[config.mk]
export PLATFORM = sky130hd
export DESIGN_NAME = matchstick_game_core
export DESIGN_NICKNAME = d
export VERILOG_FILES = /design/src/rtl/matchstick_game_core.sv
export SDC_FILE = /design/constraint.sdc
export NUM_CORES = 1
export LEC_CHECK = 0
export CORE_MARGIN = 2
export CORE_UTILIZATION = 52
export CTS_CLUSTER_SIZE = 8
export DETAILED_ROUTE_END_ITERATION = 8
export PLACE_DENSITY = 0.84
export SETUP_SLACK_MARGIN = 0.2
export SYNTH_ARGS = -nofsm -noshare
export SYNTH_HDL_FRONTEND = slang
export SYNTH_SLANG_ARGS = --single-unit
[constraint.sdc]
create_clock -name clk -period 4.1 [get_ports clk]
set_input_delay 0.615 -clock clk [delete_from_list [all_inputs] [get_ports clk]]
set_output_delay 0.615 -clock clk [all_outputs]
set_load 0.02 [all_outputs]
[src/rtl/matchstick_game_core.sv]
// Shared-pile matchstick game controller for NUM_PLAYERS players: move validation,
// turn rotation, end-of-game detection (normal or misere) and optional turn timeout.
module matchstick_game_core #(
  parameter int NUM_PLAYERS = 2,
  parameter int PILE_W      = 8,
  parameter int INIT_PILE   = 100,
  parameter int MAX_TAKE    = 10,
  parameter int TAKE_W      = 4,
  parameter int MISERE      = 0,
  parameter int TIMEOUT_CYC = 0,
  parameter int PLR_W       = 3
) (
  input  logic              clk,
  input  logic              rst_n,
  input  logic              new_game_i,
  input  logic              move_valid_i,
  input  logic [TAKE_W-1:0] take_i,
  output logic [PILE_W-1:0] pile_o,
  output logic [PLR_W-1:0]  turn_o,
  output logic              move_ok_o,
  output logic              move_err_o,
  output logic              timeout_o,
  output logic              game_over_o,
  output logic [PLR_W-1:0]  winner_o
);

  localparam bit PARAMS_OK =
    (NUM_PLAYERS >= 2) && (NUM_PLAYERS <= 8) &&
    (INIT_PILE >= 0) && (longint'(INIT_PILE) < (longint'(1) << PILE_W)) &&
    (MAX_TAKE >= 0) && (longint'(MAX_TAKE) < (longint'(1) << TAKE_W)) &&
    ((longint'(1) << PLR_W) >= longint'(NUM_PLAYERS)) &&
    (TIMEOUT_CYC >= 0);

  generate
    if (!PARAMS_OK) begin : g_param_check
      $error("matchstick_game_core: illegal parameter combination");
    end
  endgenerate

  // Compare width wide enough for both the pile and the raw take value.
  localparam int CMP_W    = (PILE_W > TAKE_W) ? PILE_W : TAKE_W;
  localparam int TMR_W    = (TIMEOUT_CYC > 1) ? $clog2(TIMEOUT_CYC) : 1;
  localparam int TMR_LAST = (TIMEOUT_CYC > 0) ? (TIMEOUT_CYC - 1) : 0;

  localparam logic [PILE_W-1:0] INIT_VAL  = PILE_W'(INIT_PILE);
  localparam logic [CMP_W-1:0]  MAX_VAL   = CMP_W'(MAX_TAKE);
  localparam logic [PLR_W-1:0]  LAST_PLR  = PLR_W'(NUM_PLAYERS - 1);
  localparam logic [TMR_W-1:0]  TMR_END   = TMR_W'(TMR_LAST);

  typedef enum logic {
    PLAY = 1'b0,
    OVER = 1'b1
  } state_t;

  state_t             state_q, state_d;
  logic [PILE_W-1:0]  pile_q, pile_d;
  logic [PLR_W-1:0]   turn_q, turn_d;
  logic [PLR_W-1:0]   winner_q, winner_d;
  logic               ok_q, ok_d;
  logic               err_q, err_d;
  logic               tout_q, tout_d;
  logic [TMR_W-1:0]   timer_q, timer_d;

  logic               take_nz;
  logic               take_legal;
  logic [CMP_W-1:0]   take_ext;
  logic [CMP_W-1:0]   pile_ext;
  logic [PILE_W-1:0]  pile_after;

  function automatic logic [PLR_W-1:0] next_player(input logic [PLR_W-1:0] p);
    if (p == LAST_PLR) begin
      return '0;
    end
    return p + PLR_W'(1);
  endfunction

  assign take_ext   = CMP_W'(take_i);
  assign pile_ext   = CMP_W'(pile_q);
  assign take_nz    = (take_i != '0);
  // Legal take: non-zero and within min(MAX_TAKE, pile).
  assign take_legal = take_nz && (take_ext <= MAX_VAL) && (take_ext <= pile_ext);
  assign pile_after = pile_q - PILE_W'(take_i);

  always_comb begin
    state_d  = state_q;
    pile_d   = pile_q;
    turn_d   = turn_q;
    winner_d = winner_q;
    ok_d     = ok_q;
    err_d    = err_q;
    tout_d   = 1'b0;
    timer_d  = timer_q;

    if (new_game_i) begin
      state_d  = PLAY;
      pile_d   = INIT_VAL;
      turn_d   = '0;
      winner_d = '0;
      ok_d     = 1'b1;
      err_d    = 1'b0;
      timer_d  = '0;
    end else begin
      case (state_q)
        PLAY: begin
          if (move_valid_i && take_legal) begin
            pile_d  = pile_after;
            ok_d    = 1'b1;
            err_d   = 1'b0;
            timer_d = '0;
            if (pile_after == '0) begin
              state_d  = OVER;
              winner_d = (MISERE != 0) ? next_player(turn_q) : turn_q;
            end else begin
              turn_d = next_player(turn_q);
            end
          end else begin
            if (move_valid_i && take_nz) begin
              ok_d  = 1'b0;
              err_d = 1'b1;
            end
            if (TIMEOUT_CYC > 0) begin
              if (timer_q == TMR_END) begin
                turn_d  = next_player(turn_q);
                tout_d  = 1'b1;
                timer_d = '0;
              end else begin
                timer_d = timer_q + TMR_W'(1);
              end
            end
          end
        end
        OVER: begin
          state_d = OVER;
        end
        default: begin
          state_d = PLAY;
        end
      endcase
    end
  end

  always_ff @(posedge clk or negedge rst_n) begin
    if (!rst_n) begin
      state_q  <= PLAY;
      pile_q   <= INIT_VAL;
      turn_q   <= '0;
      winner_q <= '0;
      ok_q     <= 1'b1;
      err_q    <= 1'b0;
      tout_q   <= 1'b0;
      timer_q  <= '0;
    end else begin
      state_q  <= state_d;
      pile_q   <= pile_d;
      turn_q   <= turn_d;
      winner_q <= winner_d;
      ok_q     <= ok_d;
      err_q    <= err_d;
      tout_q   <= tout_d;
      timer_q  <= timer_d;
    end
  end

  assign pile_o      = pile_q;
  assign turn_o      = turn_q;
  assign winner_o    = winner_q;
  assign move_ok_o   = ok_q;
  assign move_err_o  = err_q;
  assign timeout_o   = tout_q;
  assign game_over_o = (state_q == OVER);

endmodule
After elaboration in Yosys (flattened, before gate mapping)
Index checks and enable logic that the tools add are counted.

Bits in registers: 17. Input port bits: 8. Output and inout bits: 18.

Add/sub/neg operators: 2. $lt $le $gt $ge: 2. Equal/unequal tests: 3. Mux-type cells: 30. Bitwise gates (word level): 1. Reductions and logical operators: 13.

Operators by type and width (count): 2-to-1 mux 3 bit (10); 2-to-1 mux 8 bit (3); 2-to-1 mux 1 bit (16); <= comparator 4 x 8 -> 1 bit (1); logical NOT 8 bit (1); subtractor 8 x 4 -> 8 bit (1); AND reduction 3 bit (2); <= comparator 4 bit (second input constant) (1); logical AND 1 bit (4); inequality test 2 bit (second input constant) (2); AND reduction 2 bit (2); nonzero test 2 bit (2); nonzero test 4 bit (1); adder 3 x 1 -> 3 bit (second input constant) (1); == test 3 x 1 -> 1 bit (second input constant) (1); nonzero test 3 bit (1); case mux 1 bit (2 select lines) (1); inverter 1 bit (1).

Logic depth before layout (Yosys ltp)
Depth after elaboration: 12. Gate-level depth with buffers: 11.

Worst setup path before layout
No wires, ideal clock.

Path type: input port to flip-flop. Start: input take_i[0]. End: register state_q (netlist: game_over_o). Arrival time: 2505 ps. Data required time: 4022 ps. Path slack: 1517 ps. Stages: 9. Buffers on the path: 0. Cells stage by stage: ha_1 > inv_1 > fa_1 > nor4b_1 > o211ai_1 > o21ba_2 > nand4_1 > or3_1 > a21oi_1.

Cells in the longest elaborated chain, start to end: 7.

RTL lines: from (decl) (line 17) `input logic [TAKE_W-1:0] take_i,`; parallel branches: the longest is 4 deep, another holds subtractor 8 x 4 -> 8 bit; 2-to-1 mux 1 bit * (line 105) `if (move_valid_i && take_legal) begin`; case mux 1 bit (2 select lines) * (line 103) `case (state_q)`; 2-to-1 mux 1 bit * (line 94) `if (new_game_i) begin`; via state_d (line 55) `state_t state_q, state_d;`; to (signal assigned) (line 153) `state_q <= state_d;`; to (decl) (line 55).

Mark *: on every way through the listed nets, which the timed path passes. A chain may end at the register's enable or synchronous reset.

Worst setup path in the final report
Start: input take_i[0]. End: register turn_q[2] (netlist: turn_o[2]).

Cells in the longest elaborated chain, start to end: 6.

RTL lines: parallel branches: the longest is 5 deep, another holds subtractor 8 x 4 -> 8 bit; AND reduction 3 bit (no line) *; to (signal assigned) (line 155) `turn_q <= turn_d;`; to (decl) (line 57) `logic [PLR_W-1:0] turn_q, turn_d;`.

Mark *: on every way between the ends.

==> run summary <==
WL per Instance: 13.7 um
CTS Buffer Depth: 2
WS Path Type: in2reg
Predominant post-synthesis flop cell: dfrtp_1
Mapped Area: 1050 um2
Cell Pwr Density: 310 nW/um2
Number of buffers created by CTS: 3
VDD IR max: 261 uV
Io pins: 26
Clk pwr share: 0.225
RSZ-0062 raised after global routing: no
Hold_ws: 0.559 ns
Max-slew violation count: 0
Vias: 869
Vias in the first global route: 839
Setup crit start kind: input pin
Tot GR Track Use: 0.199
#FFs+latches synth: 17
Postcts setup bufs: 0
DRT antenna net count: 0
Post-synthesis sequential area ratio: 0.409
Post-CTS Resized: 0
Status: finished, final reports clean
Layout cells sized above 1: 0.0963
Worst-Skew Late Latency: 0.29 ns
Post-synth EDFFs: 0
1st-pass router iterations: 4
Slowest stage delay, CP: 0.57 ns
Post-synth cell types: 36
Comb power frac: 0.305
Sequential Power Share: 0.470
1st-iter DRT viols: 5
DP Area: 1300 um2
Final net count: 150
HPWL Detailed: 1.67 mm
Ys Warns: 0
Clock slew at reported path FFs: 0.10 ns
Core area: 1940 um2
Crit path required time: 4.32 ns
CP arrival: 3.25 ns
Most frequent cells in the layout: 24 x clkdlybuf4s50_1, 14 x nor2_1, 13 x dfrtp_1, 9 x nand2b_1
Worst Path Max Fanout: 15
ANT cells: 0
Hold Vio Cnt, Final: 0
CTS tree: yes
Clock Tree Root: clkbuf_4
Worst path cell trace: clkdlybuf4s50_1 -> ha_1 -> inv_1 -> fa_1 -> a211oi_2 -> nor2_1 -> o211ai_2 -> a41oi_2 -> nand3_1 -> mux2i_1
Maxcap violations: 0
Routed wire length: 2.21 mm
GPL Wtd Cong: 0.894
Design Area, Final: 1330 um2
Grt peak-use layer: met2
Total negative slack: 0 ns
H-tree Lvls: 1
Die Height: 49.0 um
Fmax: 330 MHz
Layout area overhead: 25.9%
Largest net degree at the start of global routing: 21
Clock Sinks: 17
P_leak: 0.549 nW
Max Clock Skew: 0.00230 ns
Die Width: 49.0 um
Hold crit path type: reg2reg
Placed insts: 158
Setup Viol. Count Final: 0
Cells after Synth: 112
Period utilization: 0.740
DRC violation count after routing: 0
First-pass GRT wire length: 3.73 mm
Avg Cell Area, Syn: 9.41 um2
Worst Setup End Kind: register
Switching share of power: 0.335
GR Util met3: 0.0368
Rows: 16
Int Pwr: 0.000273 W
Async S/R FF share, synth: 1.00
Met2 Use GR: 0.349
Via density: 5.36
Overflow after GRT: 0
Met1 Track Usage GR: 0.249
Synth Net Count: 126
Clock period minus worst slack: 3.03 ns
Slew @ Worst Pin: 0.771 ns
IO Port Bufs: 24
Non-Filler Instances: 162
Relative slew slack: 0.485
Starting Density: 0.543
Slowest cell on crit path: o211ai_2
Hold_buf cts: 0
Sw power: 0.000138 W
Initial antenna violation count: 0
Die ar.: 2400 um2
Most common cell after layout, fill and taps aside: clkdlybuf4s50_1
[area by class of cell]
| cell class | count | area [um2] |
|---|---|---|
| multi-input cells | 82 | 566 |
| fillers | 164 | 616 |
| well taps | 27 | 33.8 |
| flip-flops and latches | 17 | 430 |
| clock buffers | 4 | 26.3 |
| inverters | 8 | 30.0 |
| repair buffers | 24 | 240 |
[cell families (layout without fill, tap and decap cells)]
kind of cell / count (synthesis) / after routing / synth area share
buffers and inverters: 13 / 36 / 0.0546
AO/OA/AOI/OAI: 24 / 24 / 0.165
XOR/XNOR: 6 / 6 / 0.0499
flip-flops: 17 / 17 / 0.409
multiplexers: 4 / 4 / 0.0380
adder cells (fa/ha/maj): 6 / 6 / 0.0784
other: 1 / 1 / 0.00356
AND/OR/NAND/NOR: 41 / 41 / 0.202
[metrics by stage]
step                      setup slack, ns  power, W   util
after floorplan                      1.52  0.000277      -
after global placement              0.874  0.000318  0.669
after detailed placement            0.746  0.000322  0.669
after CTS                            1.04  0.000412  0.683
after global routing                0.888  0.000431  0.683
final                                1.07  0.000411  0.683
[state kept, by name, summed over array words and instances (netlist names)]
register     cells
move_ok_o        1
winner_o         3
turn_o           3
pile_o           8
move_err_o       1
game_over_o      1
[critical path: cells and delay by family]
kind,cells,cell delay (ns)
AO/OA/AOI/OAI,3,0.94
adder cells (fa/ha/maj),2,0.59
buffers and inverters,2,0.60
multiplexers,1,0.20
AND/OR/NAND/NOR,2,0.31
[path summary, 6_finish.rpt]
path                            depth (start not counted)  slack (ns)                 endpoint                    start
worst max-delay path                                   10        1.07    turn_o[2]$_DFFE_PN0P_                take_i[0]
worst min-delay path                                    2        0.56  winner_o[2]$_DFFE_PN0P_  winner_o[2]$_DFFE_PN0P_
worst max register to register                         10        1.46    turn_o[2]$_DFFE_PN0P_    pile_o[0]$_DFFE_PN0P_
worst min register to register                          2        0.56  winner_o[2]$_DFFE_PN0P_  winner_o[2]$_DFFE_PN0P_
max in group asynchronous                               1        2.86    game_over_o$_DFF_PN0_                    rst_n
min in group asynchronous                               1        0.76   move_err_o$_DFFE_PN0P_                    rst_n
[synth_stat cells (all sizes together) (3+ instances only)]
library cell,number,share of area
ha,5,0.059
dfstp,4,0.10
inv,8,0.029
buf,3,0.019
mux2i,4,0.038
a21oi,8,0.038
nand2,5,0.018
nand2b,9,0.053
o21ai,5,0.024
nor2,14,0.050
xnor2,6,0.050
nor4,3,0.018
dfrtp,13,0.31
[routing by layer]
| metal | share of wire | vias to the layer above |
|---|---|---|
| met4 | 0.011 | 0 |
| met5 | 0 | - |
| li1 | - | 438 |
| met3 | 0.030 | 4 |
| met2 | 0.51 | 17 |
| met1 | 0.45 | 410 |
[power by group through the flow]
| stage | clock network [W] | logic (W) | registers [W] |
|---|---|---|---|
| floorplan | 0 | 0.0000724 | 0.000205 |
| CTS | 0.0000922 | 0.000126 | 0.000193 |
| detailed placement | 0 | 0.000125 | 0.000196 |
| finish | 0.0000924 | 0.000125 | 0.000193 |
| global placement | 0 | 0.000122 | 0.000196 |
| global route | 0.0000982 | 0.000137 | 0.000195 |
Note: power is estimated with default switching activity, not from simulation.
